===== src/rtl/ras_ctrl_pkg.sv =====
// Shared return-address-stack definitions: default geometry and the
// checkpoint record the branch unit can carry alongside a speculative branch.
package ras_ctrl_pkg;

    localparam int RAS_DEPTH = 4;
    localparam int RAS_VLEN  = 64;
    localparam int RAS_PTR_W = $clog2(RAS_DEPTH);
    localparam int RAS_CNT_W = RAS_PTR_W + 1;

    // Snapshot of the stack top pointer and occupancy at checkpoint time.
    typedef struct packed {
        logic [RAS_PTR_W-1:0] tp;
        logic [RAS_CNT_W-1:0] cnt;
    } ras_ckpt_t;

endpackage


===== src/rtl/ras_ctrl_if.sv =====
// Request/response bundle between the decode/branch path and the RAS controller.
interface ras_ctrl_if
    import ras_ctrl_pkg::*;
#(
    parameter int DEPTH = RAS_DEPTH,
    parameter int VLEN  = RAS_VLEN
);
    localparam int CNT_W = $clog2(DEPTH) + 1;

    logic             flush_i;
    logic             push_i;
    logic [VLEN-1:0]  push_addr_i;
    logic             pop_i;
    logic             ckpt_i;
    logic             restore_i;
    logic             top_valid_o;
    logic [VLEN-1:0]  top_addr_o;
    logic [CNT_W-1:0] count_o;
    logic             overflow_o;
    logic             underflow_o;

    modport master (
        output flush_i, push_i, push_addr_i, pop_i, ckpt_i, restore_i,
        input  top_valid_o, top_addr_o, count_o, overflow_o, underflow_o
    );

    modport slave (
        input  flush_i, push_i, push_addr_i, pop_i, ckpt_i, restore_i,
        output top_valid_o, top_addr_o, count_o, overflow_o, underflow_o
    );
endinterface


===== src/rtl/ras_ctrl_chk.sv =====
// Run-time property checks for the RAS controller (simulation only).
module ras_ctrl_chk #(
    parameter int DEPTH = 4
) (
    input logic                     clk_i,
    input logic                     rst_i,
    input logic [$clog2(DEPTH):0]   cnt,
    input logic                     ckpt,
    input logic                     restore,
    input logic                     overflow,
    input logic                     underflow
);
    localparam int CNT_W = $clog2(DEPTH) + 1;

    logic ckpt_seen_r;

    // Remember whether any checkpoint has been taken since reset.
    always_ff @(posedge clk_i or posedge rst_i) begin
        if (rst_i) begin
            ckpt_seen_r <= 1'b0;
        end else if (ckpt) begin
            ckpt_seen_r <= 1'b1;
        end
    end

    a_cnt_bound: assert property (@(posedge clk_i) disable iff (rst_i)
        cnt <= CNT_W'(DEPTH));

    a_restore_first_ckpt: assert property (@(posedge clk_i) disable iff (rst_i)
        !(restore && ckpt && !ckpt_seen_r));

    a_flags_exclusive: assert property (@(posedge clk_i) disable iff (rst_i)
        !(overflow && underflow));
endmodule


===== src/rtl/ras_ctrl_mem.sv =====
// RAS entry storage: DEPTH x VLEN registers, one write port, one async read port.
module ras_ctrl_mem #(
    parameter int DEPTH = 4,
    parameter int VLEN  = 64
) (
    input  logic                     clk_i,
    input  logic                     rst_i,
    input  logic                     we,
    input  logic [$clog2(DEPTH)-1:0] waddr,
    input  logic [VLEN-1:0]          wdata,
    input  logic [$clog2(DEPTH)-1:0] raddr,
    output logic [VLEN-1:0]          rdata
);
    logic [VLEN-1:0] mem_r [DEPTH];

    // Entry registers: cleared on reset, one entry written per cycle.
    always_ff @(posedge clk_i or posedge rst_i) begin
        if (rst_i) begin
            for (int i = 0; i < DEPTH; i++) begin
                mem_r[i] <= {VLEN{1'b0}};
            end
        end else if (we) begin
            mem_r[waddr] <= wdata;
        end
    end

    assign rdata = mem_r[raddr];
endmodule


===== src/rtl/ras_ctrl.sv =====
// Circular return-address-stack controller: top pointer, occupancy,
// speculative checkpoint/restore and flush, around a small entry array.
module ras_ctrl
    import ras_ctrl_pkg::*;
#(
    parameter int DEPTH = RAS_DEPTH,
    parameter int VLEN  = RAS_VLEN
) (
    input logic       clk_i,
    input logic       rst_i,
    ras_ctrl_if.slave bus
);
    localparam int PTR_W = $clog2(DEPTH);
    localparam int CNT_W = PTR_W + 1;

    logic [PTR_W-1:0] tp_r, tp_s, ckpt_tp_r, ckpt_tp_s;
    logic [CNT_W-1:0] cnt_r, cnt_s, ckpt_cnt_r, ckpt_cnt_s;
    logic             we_s;
    logic [PTR_W-1:0] waddr_s;
    logic             ovf_s, unf_s;
    logic [VLEN-1:0]  rdata_s;
    logic             full_s, empty_s;

    assign full_s  = (cnt_r == CNT_W'(DEPTH));
    assign empty_s = (cnt_r == {CNT_W{1'b0}});

    ras_ctrl_mem #(.DEPTH(DEPTH), .VLEN(VLEN)) u_mem (
        .clk_i (clk_i),
        .rst_i (rst_i),
        .we    (we_s),
        .waddr (waddr_s),
        .wdata (bus.push_addr_i),
        .raddr (tp_r),
        .rdata (rdata_s)
    );

    // Next-state and flag decode; flush beats restore beats push/pop.
    always_comb begin
        tp_s       = tp_r;
        cnt_s      = cnt_r;
        ckpt_tp_s  = ckpt_tp_r;
        ckpt_cnt_s = ckpt_cnt_r;
        we_s       = 1'b0;
        waddr_s    = tp_r;
        ovf_s      = 1'b0;
        unf_s      = 1'b0;
        if (bus.flush_i) begin
            tp_s       = {PTR_W{1'b0}};
            cnt_s      = {CNT_W{1'b0}};
            ckpt_tp_s  = {PTR_W{1'b0}};
            ckpt_cnt_s = {CNT_W{1'b0}};
        end else if (bus.restore_i) begin
            // Entries are not rolled back; overwritten slots stay stale.
            tp_s  = ckpt_tp_r;
            cnt_s = ckpt_cnt_r;
        end else begin
            if (bus.ckpt_i) begin
                ckpt_tp_s  = tp_r;
                ckpt_cnt_s = cnt_r;
            end else begin
                ckpt_tp_s  = ckpt_tp_r;
                ckpt_cnt_s = ckpt_cnt_r;
            end
            case ({bus.push_i, bus.pop_i})
                2'b10: begin
                    tp_s    = tp_r + PTR_W'(1);
                    we_s    = 1'b1;
                    waddr_s = tp_r + PTR_W'(1);
                    if (full_s) begin
                        ovf_s = 1'b1;
                    end else begin
                        cnt_s = cnt_r + CNT_W'(1);
                    end
                end
                2'b01: begin
                    if (empty_s) begin
                        unf_s = 1'b1;
                    end else begin
                        tp_s  = tp_r - PTR_W'(1);
                        cnt_s = cnt_r - CNT_W'(1);
                    end
                end
                2'b11: begin
                    // Return-then-call: replace the top in place.
                    we_s    = 1'b1;
                    waddr_s = tp_r;
                    if (empty_s) begin
                        cnt_s = CNT_W'(1);
                    end else begin
                        cnt_s = cnt_r;
                    end
                end
                default: begin
                    tp_s  = tp_r;
                    cnt_s = cnt_r;
                end
            endcase
        end
    end

    // Pointer, occupancy and checkpoint registers.
    always_ff @(posedge clk_i or posedge rst_i) begin
        if (rst_i) begin
            tp_r       <= {PTR_W{1'b0}};
            cnt_r      <= {CNT_W{1'b0}};
            ckpt_tp_r  <= {PTR_W{1'b0}};
            ckpt_cnt_r <= {CNT_W{1'b0}};
        end else begin
            tp_r       <= tp_s;
            cnt_r      <= cnt_s;
            ckpt_tp_r  <= ckpt_tp_s;
            ckpt_cnt_r <= ckpt_cnt_s;
        end
    end

    assign bus.top_addr_o  = rdata_s;
    assign bus.top_valid_o = !empty_s;
    assign bus.count_o     = cnt_r;
    assign bus.overflow_o  = ovf_s;
    assign bus.underflow_o = unf_s;

    ras_ctrl_chk #(.DEPTH(DEPTH)) u_chk (
        .clk_i     (clk_i),
        .rst_i     (rst_i),
        .cnt       (cnt_r),
        .ckpt      (bus.ckpt_i),
        .restore   (bus.restore_i),
        .overflow  (ovf_s),
        .underflow (unf_s)
    );
endmodule

===== src/flat_wrapper.sv =====
// flat-port wrapper written by rule: the top's interface ports become plain ports
module ras_ctrl_flat import ras_ctrl_pkg::*;
#(
    parameter int DEPTH = RAS_DEPTH,
    parameter int VLEN  = RAS_VLEN
)
  (clk_i, rst_i, bus_flush_i, bus_push_i, bus_push_addr_i, bus_pop_i, bus_ckpt_i, bus_restore_i, bus_top_valid_o, bus_top_addr_o, bus_count_o, bus_overflow_o, bus_underflow_o);
  ras_ctrl_if #(.DEPTH(DEPTH), .VLEN(VLEN)) bus_i ();
  input logic clk_i;
  input logic rst_i;
  input wire logic [$bits(bus_i.flush_i)-1:0] bus_flush_i;
  input wire logic [$bits(bus_i.push_i)-1:0] bus_push_i;
  input wire logic [$bits(bus_i.push_addr_i)-1:0] bus_push_addr_i;
  input wire logic [$bits(bus_i.pop_i)-1:0] bus_pop_i;
  input wire logic [$bits(bus_i.ckpt_i)-1:0] bus_ckpt_i;
  input wire logic [$bits(bus_i.restore_i)-1:0] bus_restore_i;
  output wire logic [$bits(bus_i.top_valid_o)-1:0] bus_top_valid_o;
  output wire logic [$bits(bus_i.top_addr_o)-1:0] bus_top_addr_o;
  output wire logic [$bits(bus_i.count_o)-1:0] bus_count_o;
  output wire logic [$bits(bus_i.overflow_o)-1:0] bus_overflow_o;
  output wire logic [$bits(bus_i.underflow_o)-1:0] bus_underflow_o;
  assign bus_i.flush_i = bus_flush_i;
  assign bus_i.push_i = bus_push_i;
  assign bus_i.push_addr_i = bus_push_addr_i;
  assign bus_i.pop_i = bus_pop_i;
  assign bus_i.ckpt_i = bus_ckpt_i;
  assign bus_i.restore_i = bus_restore_i;
  assign bus_top_valid_o = bus_i.top_valid_o;
  assign bus_top_addr_o = bus_i.top_addr_o;
  assign bus_count_o = bus_i.count_o;
  assign bus_overflow_o = bus_i.overflow_o;
  assign bus_underflow_o = bus_i.underflow_o;
  ras_ctrl #(.DEPTH(DEPTH), .VLEN(VLEN)) u_core (.clk_i(clk_i), .rst_i(rst_i), .bus(bus_i));
endmodule

===== config.mk =====
export PLATFORM = sky130hd
export DESIGN_NAME = ras_ctrl_flat
export DESIGN_NICKNAME = d
export VERILOG_FILES = /design/src/rtl/ras_ctrl_pkg.sv /design/src/rtl/ras_ctrl_if.sv /design/src/rtl/ras_ctrl_chk.sv /design/src/rtl/ras_ctrl_mem.sv /design/src/rtl/ras_ctrl.sv /design/src/flat_wrapper.sv
export SDC_FILE = /design/constraint.sdc
export NUM_CORES = 1
export LEC_CHECK = 0
export ABC_AREA = 1
export BUFFER_PORTS_ARGS = -buffer_cell sky130_fd_sc_hd__buf_2
export CORE_UTILIZATION = 30
export CTS_CLUSTER_DIAMETER = 120
export DETAILED_ROUTE_END_ITERATION = 10
export PLACE_DENSITY_LB_ADDON = 0.12
export SLEW_MARGIN = 10
export SYNTH_ARGS = -nofsm -noshare
export SYNTH_HDL_FRONTEND = slang
export SYNTH_HIERARCHICAL = 1
export SYNTH_SLANG_ARGS = --single-unit

===== constraint.sdc =====
create_clock -name clk_i -period 11.63 [get_ports clk_i]
set_clock_uncertainty 0.2 [all_clocks]
set_input_delay 1.7445 -clock clk_i [delete_from_list [all_inputs] [get_ports clk_i]]
set_output_delay 1.7445 -clock clk_i [all_outputs]
set_load 0.05 [all_outputs]

==> flow_summary.yaml, run 1 <==
outcome:
  status: "finished clean"
route:
  wl_met3_um: 1687
  drt-total-wl_um: 44480
  drc: 0
  routed-via-count: 12410
  drt_iter0_markers: 742
  ant_nets: 0
  met1Wirelength_um: 20640
  drt_pass1_iterations: 5
  wl_per_cell_um: 16.65
  met2_length_um: 21540
  vias_per_cell: 4.646
  highest_layer: "met5"
setup_path:
  cp-end-kind: "primary output"
  critPathKind: "register to primary output"
  path_buf_inv: 4
  crit_fanout: 43
  max_stage_delay_ns: 0.72
  cp_cell_sequence: "buf_4 > inv_2 > buf_4 > nand3_1 > nand2_1 > buf_2"
  crit_path_start_kind: "register"
  slowest_stage: "dfrtp_2"
  crit_required_ns: 9.69
  crit_arrival_ns: 3.51
  path_delay_family: "buffers and inverters"
  crit_path_frequent_cell: "buf_4"
global_route:
  grt_pass1_wl_um: 72000
  grt_max_degree: 99
  antenna_found_initial: 2
  grt.total_usage_pct: 19.30
  grt-ovfl-total: 0
  grt_pass1_vias: 12510
clocking:
  cts_tree: "built"
  ctsResizeCount: 0
  htreeDepth: 2
  hold_buffers: 0
  cts_buffers: 36
  post-cts-setup-buffers: 0
  cts.clk_slew.worst_paths_ns: 0.06
  clockBufferDepth: 3
  clock_sinks: 266
  clk_latency_ns: 0.54
  ctsRootBufferMaster: "clkbuf_16"
sta:
  tightest_slew_ns: 1.116
  min_period_ns: 5.451
  fin_ws_ns: 6.179
  maxSlewViolCount: 0
  fmax_mhz: 183.5
  hold_viol: 0
  finalCritPeriodShare_pct: 46.87
  setup_violations: 0
  tns_ns: 0
  rsz0062_at_grt: "false"
  max_slew_margin_pct: 25.63
  fin_hold_ws_ns: 0.2672
finish:
  antenna_cells: 0
  syn2layout_area_growth_pct: 15.24
  fin_util_pct: 35.39
  mostFrequentLayoutCell: "nand2_1"
  drive_gt1_share_pct: 11.35
  nets: 2125
  layoutNonFillerInstCount: 2671
  final_cell_mix: "nand2_1 (806), inv_1 (339), dfrtp_1 (264), nand3_1 (204), buf_2 (140)"
  stdcell_area_sq_mm: 0.01620
  nFillCells: 4991
power:
  power_density_mw_per_mm2: 224.0
  p_int_mw: 2.204
  leakage_nw: 9.132
  power_frac_seq_pct: 38.2
  switchingPower_mw: 1.425
  sw_frac_of_total_pct: 39.28
  finalPower_mw: 3.629
  irDropWorstVdd_v: 0.0001159
  p_comb_share_pct: 31.9
  clockPowerShare_pct: 29.8
hold_path:
  hp-class: "register to register"
synthesis:
  synth_top_area_cell: "dfrtp_1"
  ys_warn_count: 6
  yosysTopAreaCellShare_pct: 47.35
  syn_nets: 2057
  syn-cell-area_sq_mm: 0.01406
  ys_seq_area_share_pct: 47.35
  synth-seq-cells: 266
  netlist_instances: 1982
  ys_top_cells_by_area: "dfrtp_1 (47%), nand2_1 (22%), inv_1 (9.2%), nand3_1 (7.3%), nand4_1 (5.7%)"
  syn_area_per_cell_sq_um: 7.093
  synth.distinct_cells: 23
floorplan:
  die_area_sq_mm: 0.04773
  die_height_um: 218.5
  fp.dieW_um: 218.5
  core_sq_mm: 0.04577
  rows: 78
  initial_core_util_pct: 30.71
  ioPinCount: 141
flow_run:
  cap_violations: 0
placement:
  post-place-ws_ns: 6.200
  io_buffers: 140
  dp.cells: 2612
  dpl_cell_area_sq_mm: 0.01506
  place.gp.congestion: 0.7327
  dp_hpwl_um: 24780
[synth_stat cells]
library cell,n
buf_4,9
buf_1,3
o22ai_1,1
nor2_4,4
nor2_2,1
o21ai_1,60
ha_1,3
inv_1,343
fa_1,1
inv_2,1
nand3b_1,1
buf_2,109
nand4_1,129
a21oi_1,3
nand2_1,806
nor2_1,9
nand3_2,2
o21ai_0,13
dfrtp_1,266
nand3_1,205
buf_6,2
nand2_2,3
clkbuf_1,8
[power by group through the flow]
stage / clock network, mW / registers (mW) / logic, mW
5_1_grt: 1.15 / 1.43 / 1.32
2_1_floorplan: 0 / 1.36 / 0.915
3_5_place_dp: 0 / 1.40 / 1.18
6_report: 1.08 / 1.39 / 1.16
4_1_cts: 1.12 / 1.39 / 1.18
3_3_place_gp: 0 / 1.40 / 1.17
[state kept, by name, summed over array words and instances, names as in the netlist]
signal	cells
u_core/bus.count_o	3
u_core/ckpt_cnt_r	3
u_core/ckpt_tp_r	2
u_core/tp_r	2
u_core/u_mem/mem_r	256
[tightest hold or removal path: stages, from the launching register on]
cell	delay (ns)
dfrtp_1	0.34
nand2_1	0.05
nand2_1	0.04
[kinds of logic after synthesis]
family	synth area share, %
simple gates	35.49
fa+ha+maj	0.4094
compound gates	2.750
flops	47.35
buf+inv	14.00
[layer usage]
layer,global-route usage [%],vias to the layer above
met5,0,-
met4,4.312,4
met3,2.867,42
met2,32.61,205
met1,25.88,5939
li1,-,6219
[layout make-up]
class | instances | area (sq um) | area share (%)
clock buffers | 53 | 1076 | 6.642
clock inverters | 6 | 66.31 | 0.4093
inverters | 344 | 1301 | 8.032
multi-input cells | 1241 | 5487 | 33.87
flip-flops and latches | 266 | 6661 | 41.12
well taps | 600 | 750.7 | 4.634
repair buffers | 161 | 858.3 | 5.298
[worst paths after layout]
check                                   startpoint  slack (ns)  depth (start not counted)                       to
setup / recovery                    u_core/tp_r[1]        6.18                          6       bus_top_addr_o[51]
min in group asynchronous                    rst_i        1.06                          2           u_core/tp_r[0]
hold / removal             u_core/u_mem/mem_r[238]        0.27                          2  u_core/u_mem/mem_r[238]
max in group asynchronous                    rst_i        7.89                          4   u_core/u_mem/mem_r[84]
hold reg to reg            u_core/u_mem/mem_r[238]        0.27                          2  u_core/u_mem/mem_r[238]
setup reg to reg                    u_core/tp_r[1]        7.69                         10   u_core/u_mem/mem_r[17]
No activity file was read; power rests on OpenSTA's default activity.
==> run 2, diff against run 1 <==
==> constraint.sdc (replaced) <==
create_clock -name clk_i -period 5.5 [get_ports clk_i]
set_clock_uncertainty 0.2 [all_clocks]
set_input_delay 0.825 -clock clk_i [delete_from_list [all_inputs] [get_ports clk_i]]
set_output_delay 0.825 -clock clk_i [all_outputs]
set_load 0.05 [all_outputs]
==> run 2 against run 1 <==
Effect of this change:
- clock power is 110% higher
- critical path type unchanged
- cell count barely moved
- non-clock buffer count is 1 lower
- combinational power rose by 110%
- power up 110%
- critical endpoint is now bus_top_addr_o[55]
- final area hardly changed
- sequential cell count unchanged
- worst hold slack lost 0.17 ns
==> flow_summary.yaml, run 2 (synthesis results as in run 1) <==
finish:
  drive_gt1_share_pct: 11.11
  largest_reg_flops: 256
  nFillCells: 4916
  multi_input_area_sq_mm: 0.005487
  mostFrequentLayoutCell: "nand2_1"
  top_register: "u_core/u_mem/mem_r"
  syn2layout_area_growth_pct: 15.26
  nets: 2123
  register_area_sq_mm: 0.006661
  final_cell_mix: "nand2_1 (806), inv_1 (339), dfrtp_1 (264), nand3_1 (204), buf_2 (140)"
  fin_util_pct: 35.40
route:
  met2_length_um: 20710
  vias_per_cell: 4.676
  drt_iter0_markers: 976
  routed-via-count: 12500
  wl_met3_um: 2021
  ant_nets: 0
  drt_pass1_iterations: 5
  met1Wirelength_um: 21450
  drc: 0
  drt-total-wl_um: 45150
  wl_per_cell_um: 16.89
  highest_layer: "met5"
clocking:
  clock_sinks: 266
  cts_buffers: 35
  clockBufferDepth: 3
  post-cts-setup-buffers: 0
  cts_tree: "built"
  htreeDepth: 2
  ctsResizeCount: 0
  cts.clk_slew.worst_paths_ns: 0.06
  clk_latency_ns: 0.53
  hold_buffers: 0
  ctsRootBufferMaster: "clkbuf_16"
setup_path:
  crit_arrival_ns: 3.00
  reg2reg_depth: 10
  path_delay_family: "flip-flops"
  cp_cell_sequence: "inv_6 > nand2_1 > nand3_1 > nand2_1 > buf_2"
  cp-end-kind: "primary output"
  crit_path_start_kind: "register"
  max_stage_delay_ns: 0.98
  critPathKind: "register to primary output"
  r2r_slack_ns: 1.95
  r2r-start: "u_core/tp_r[0]"
  r2r-end: "u_core/u_mem/mem_r[103]"
  crit_fanout: 128
  crit_required_ns: 4.47
  slowest_stage: "dfrtp_4"
  path_buf_inv: 2
  crit_path_frequent_cell: "nand2_1"
global_route:
  grt_pass1_wl_um: 71300
  grt-ovfl-total: 0
  grt_pass1_vias: 12180
  grt.total_usage_pct: 19.26
  antenna_found_initial: 5
  grt_max_degree: 196
sta:
  hold_viol: 0
  max_slew_margin_pct: 22.76
  maxSlewViolCount: 0
  rsz0062_at_grt: "false"
  finalCritPeriodShare_pct: 73.14
  setup_violations: 0
  tns_ns: 0
  min_period_ns: 4.022
  fmax_mhz: 248.6
  tightest_slew_ns: 1.159
power:
  leakage_nw: 9.111
  power_density_mw_per_mm2: 472.3
  finalPower_mw: 7.653
  irDropWorstVdd_v: 0.0002603
placement:
  dp_hpwl_um: 23420
  place.gp.congestion: 0.7369
  io_buffers: 140
floorplan:
  ioPinCount: 141
  die_area_sq_mm: 0.04773
  rows: 78
  initial_core_util_pct: 30.71
  fp.dieW_um: 218.5
  core_sq_mm: 0.04577
  die_height_um: 218.5
flow_run:
  cap_violations: 0
hold_path:
  hp-class: "input port to async pin"
outcome:
  status: "finished clean"
==> run 2: cell type report <==
cell class                 instances  area share, %
sequential                       266          41.11
clock buffer                      57          6.602
timing repair buffer             160          5.405
inverter                         344          8.023
clock inverter                     3         0.3397
tap                              600          4.633
multi-input combinational       1241          33.86
antenna                            2        0.03089
==> run 2: where the power goes <==
group	switching, mW	internal [mW]
sequential	0.350	2.58
combinational	1.77	0.684
clock	0.896	1.37
==> run 2: worst max path at each step <==
stage                               from                      to  slack, ns  cells past startpoint
after CTS                 u_core/tp_r[0]      bus_top_addr_o[55]       1.41                      5
after global routing      u_core/tp_r[0]      bus_top_addr_o[55]       1.29                      5
final                     u_core/tp_r[0]      bus_top_addr_o[55]       1.48                      5
after global placement       bus_flush_i  u_core/u_mem/mem_r[87]       1.63                     11
after floorplan                    rst_i   u_core/u_mem/mem_r[0]       1.10                      1
after detailed placement     bus_flush_i  u_core/u_mem/mem_r[75]       1.57                     11
==> run 2: through the flow <==
step	instance area [sq um]	hold WS, ns	instances	setup slack (ns)
3_5_place_dp	15070	0.2581	2611	1.573
6_report	16200	0.09833	2673	1.478
5_1_grt	16200	0.1080	2672	1.293
4_1_cts	16200	0.08327	2671	1.409
2_1_floorplan	14060	0.2419	1982	1.103
3_3_place_gp	15070	0.2533	2611	1.628
==> run 2: metal layers <==
layer,track usage (%),vias up
li1,-,6211
met2,31.31,229
met3,3.716,63
met5,0,-
met4,4.942,6
met1,26.08,5990
==> run 3, diff against run 2 <==
==> constraint.sdc (replaced) <==
create_clock -name clk_i -period 3.8 [get_ports clk_i]
set_clock_uncertainty 0.2 [all_clocks]
set_input_delay 0.57 -clock clk_i [delete_from_list [all_inputs] [get_ports clk_i]]
set_output_delay 0.57 -clock clk_i [all_outputs]
set_load 0.05 [all_outputs]
==> run 3 against run 2 <==
Effect of this change:
- worst hold slack gained 0.0097 ns
- utilization increased by 0.71 points
- global-route usage shrank 0.24 points
- die area stayed put
- largest cell class unchanged
==> flow_summary.yaml, run 3 (synthesis results as in run 1) <==
outcome:
  status: "finished clean"
setup_path:
  r2r-start: "u_core/tp_r[0]"
  endpoint: "bus_top_addr_o[54]"
  crit_arrival_ns: 2.48
  reg2reg_depth: 9
  path_buf_inv: 2
  critPathKind: "register to primary output"
  cp_cell_sequence: "buf_4 > nand3_1 > nand2_1 > buf_2"
  path_delay_family: "buffers and inverters"
  max_stage_delay_ns: 0.81
  cp-end-kind: "primary output"
  r2r-end: "u_core/u_mem/mem_r[116]"
  r2r_slack_ns: 1.17
  crit_required_ns: 3.03
  crit_fanout: 64
  slowest_stage: "buf_4"
  cp_num_cells: 4
  crit_path_start_kind: "register"
  cp-startpoint: "u_core/tp_r[1]"
finish:
  layoutNonFillerInstCount: 2690
  final_cell_mix: "nand2_1 (806), inv_1 (339), dfrtp_1 (264), nand3_1 (204), buf_2 (140)"
  mostFrequentLayoutCell: "nand2_1"
  largest_reg_flops: 256
  fin_util_pct: 36.11
  antenna_cells: 0
  nets: 2140
  syn2layout_area_growth_pct: 17.58
  top_register: "u_core/u_mem/mem_r"
  nFillCells: 4900
  drive_gt1_share_pct: 11.82
placement:
  io_buffers: 140
  dp.cells: 2626
  dp_hpwl_um: 24780
  place.gp.congestion: 0.7535
sta:
  tightest_slew_ns: 1.031
  hold_viol: 0
  fmax_mhz: 307.8
  maxSlewViolCount: 0
  finalCritPeriodShare_pct: 85.49
  max_slew_margin_pct: 31.26
  min_period_ns: 3.249
  rsz0062_at_grt: "false"
  setup_violations: 0
global_route:
  grt_pass1_wl_um: 70790
  grt.total_usage_pct: 19.02
  grt-ovfl-total: 0
  grt_pass1_vias: 12240
  antenna_found_initial: 2
  grt_max_degree: 129
floorplan:
  rows: 78
  core_sq_mm: 0.04577
  fp.dieW_um: 218.5
  ioPinCount: 141
  initial_core_util_pct: 30.71
  die_height_um: 218.5
  die_area_sq_mm: 0.04773
route:
  routed-via-count: 12480
  drt_pass1_iterations: 5
  vias_per_cell: 4.638
  drt_iter0_markers: 877
  wl_per_cell_um: 16.69
  drc: 0
  drt-total-wl_um: 44890
  ant_nets: 0
clocking:
  post-cts-setup-buffers: 0
  clockBufferDepth: 3
  hold_buffers: 2
  ctsResizeCount: 0
  cts.clk_slew.worst_paths_ns: 0.06
  cts_tree: "built"
  cts_buffers: 35
  htreeDepth: 2
  ctsRootBufferMaster: "clkbuf_16"
  clk_latency_ns: 0.52
  clock_sinks: 266
power:
  sw_frac_of_total_pct: 38.54
  power_density_mw_per_mm2: 684.2
  irDropWorstVdd_v: 0.0003551
  p_int_mw: 6.952
  switchingPower_mw: 4.359
  p_comb_share_pct: 32.1
  finalPower_mw: 11.31
  leakage_nw: 9.275
  clockPowerShare_pct: 30.7
  power_frac_seq_pct: 37.2
flow_run:
  cap_violations: 0
hold_path:
  hp-class: "input port to register"
  hp-start: "bus_push_addr_i[38]"
## run 3: layout make-up
class	instances	area, sq um	share of cell area [%]
clock buffer	56	1067	6.457
clock inverter	6	132.6	0.8024
inverter	344	1297	7.849
multi-input combinational	1241	5487	33.19
sequential	266	6661	40.30
tap	600	750.7	4.542
timing repair buffer	177	1134	6.858
## run 3: per-layer routing
| layer | GRT usage, % | wire, um | up-vias |
|---|---|---|---|
| li1 | - | - | 6264 |
| met3 | 3.229 | 2133 | 40 |
| met5 | 0 | 27 | - |
| met1 | 25.85 | 21050 | 5916 |
| met4 | 4.918 | 659 | 4 |
| met2 | 31.10 | 21020 | 253 |
## run 3: worst min-delay path by stage
| stage | endpoint | slack, ns | cells after the start |
|---|---|---|---|
| 6_report | u_core/u_mem/mem_r[38] | 0.11 | 3 |
| 5_1_grt | u_core/u_mem/mem_r[36] | 0.1 | 3 |
| 4_1_cts | u_core/u_mem/mem_r[36] | 0.08 | 3 |
| 3_5_place_dp | u_core/u_mem/mem_r[215] | 0.26 | 2 |
| 3_3_place_gp | u_core/u_mem/mem_r[232] | 0.25 | 2 |
| 2_1_floorplan | u_core/bus.count_o[0] | 0.21 | 1 |
## run 3: power by group through the flow
stage	clock network [mW]	registers, mW	logic (mW)
6_report	3.47	4.20	3.63
5_1_grt	3.70	4.33	4.09
4_1_cts	3.59	4.21	3.69
3_5_place_dp	0	4.25	3.67
3_3_place_gp	0	4.24	3.64
2_1_floorplan	0	4.15	2.80
## run 3: worst reg2reg max path: cells and delay by family, from the launching register on
family                 cells  cell delay [ns]
buffers and inverters      4             1.16
AOI/OAI and AO/OA          1             0.29
and+or+nand+nor            4             0.40
DFF                        1             0.52
## run 3: through the flow
step           TNS, ns  hold slack, ns  cell area, sq um  setup slack, ns
2_1_floorplan   -87.46          0.2102             14060          -0.3416
3_3_place_gp         0          0.2531             15310           0.7889
3_5_place_dp         0          0.2580             15310           0.7534
4_1_cts              0         0.07945             16530           0.5178
5_1_grt              0         0.09559             16530           0.4424
6_report             0          0.1081             16530           0.5512
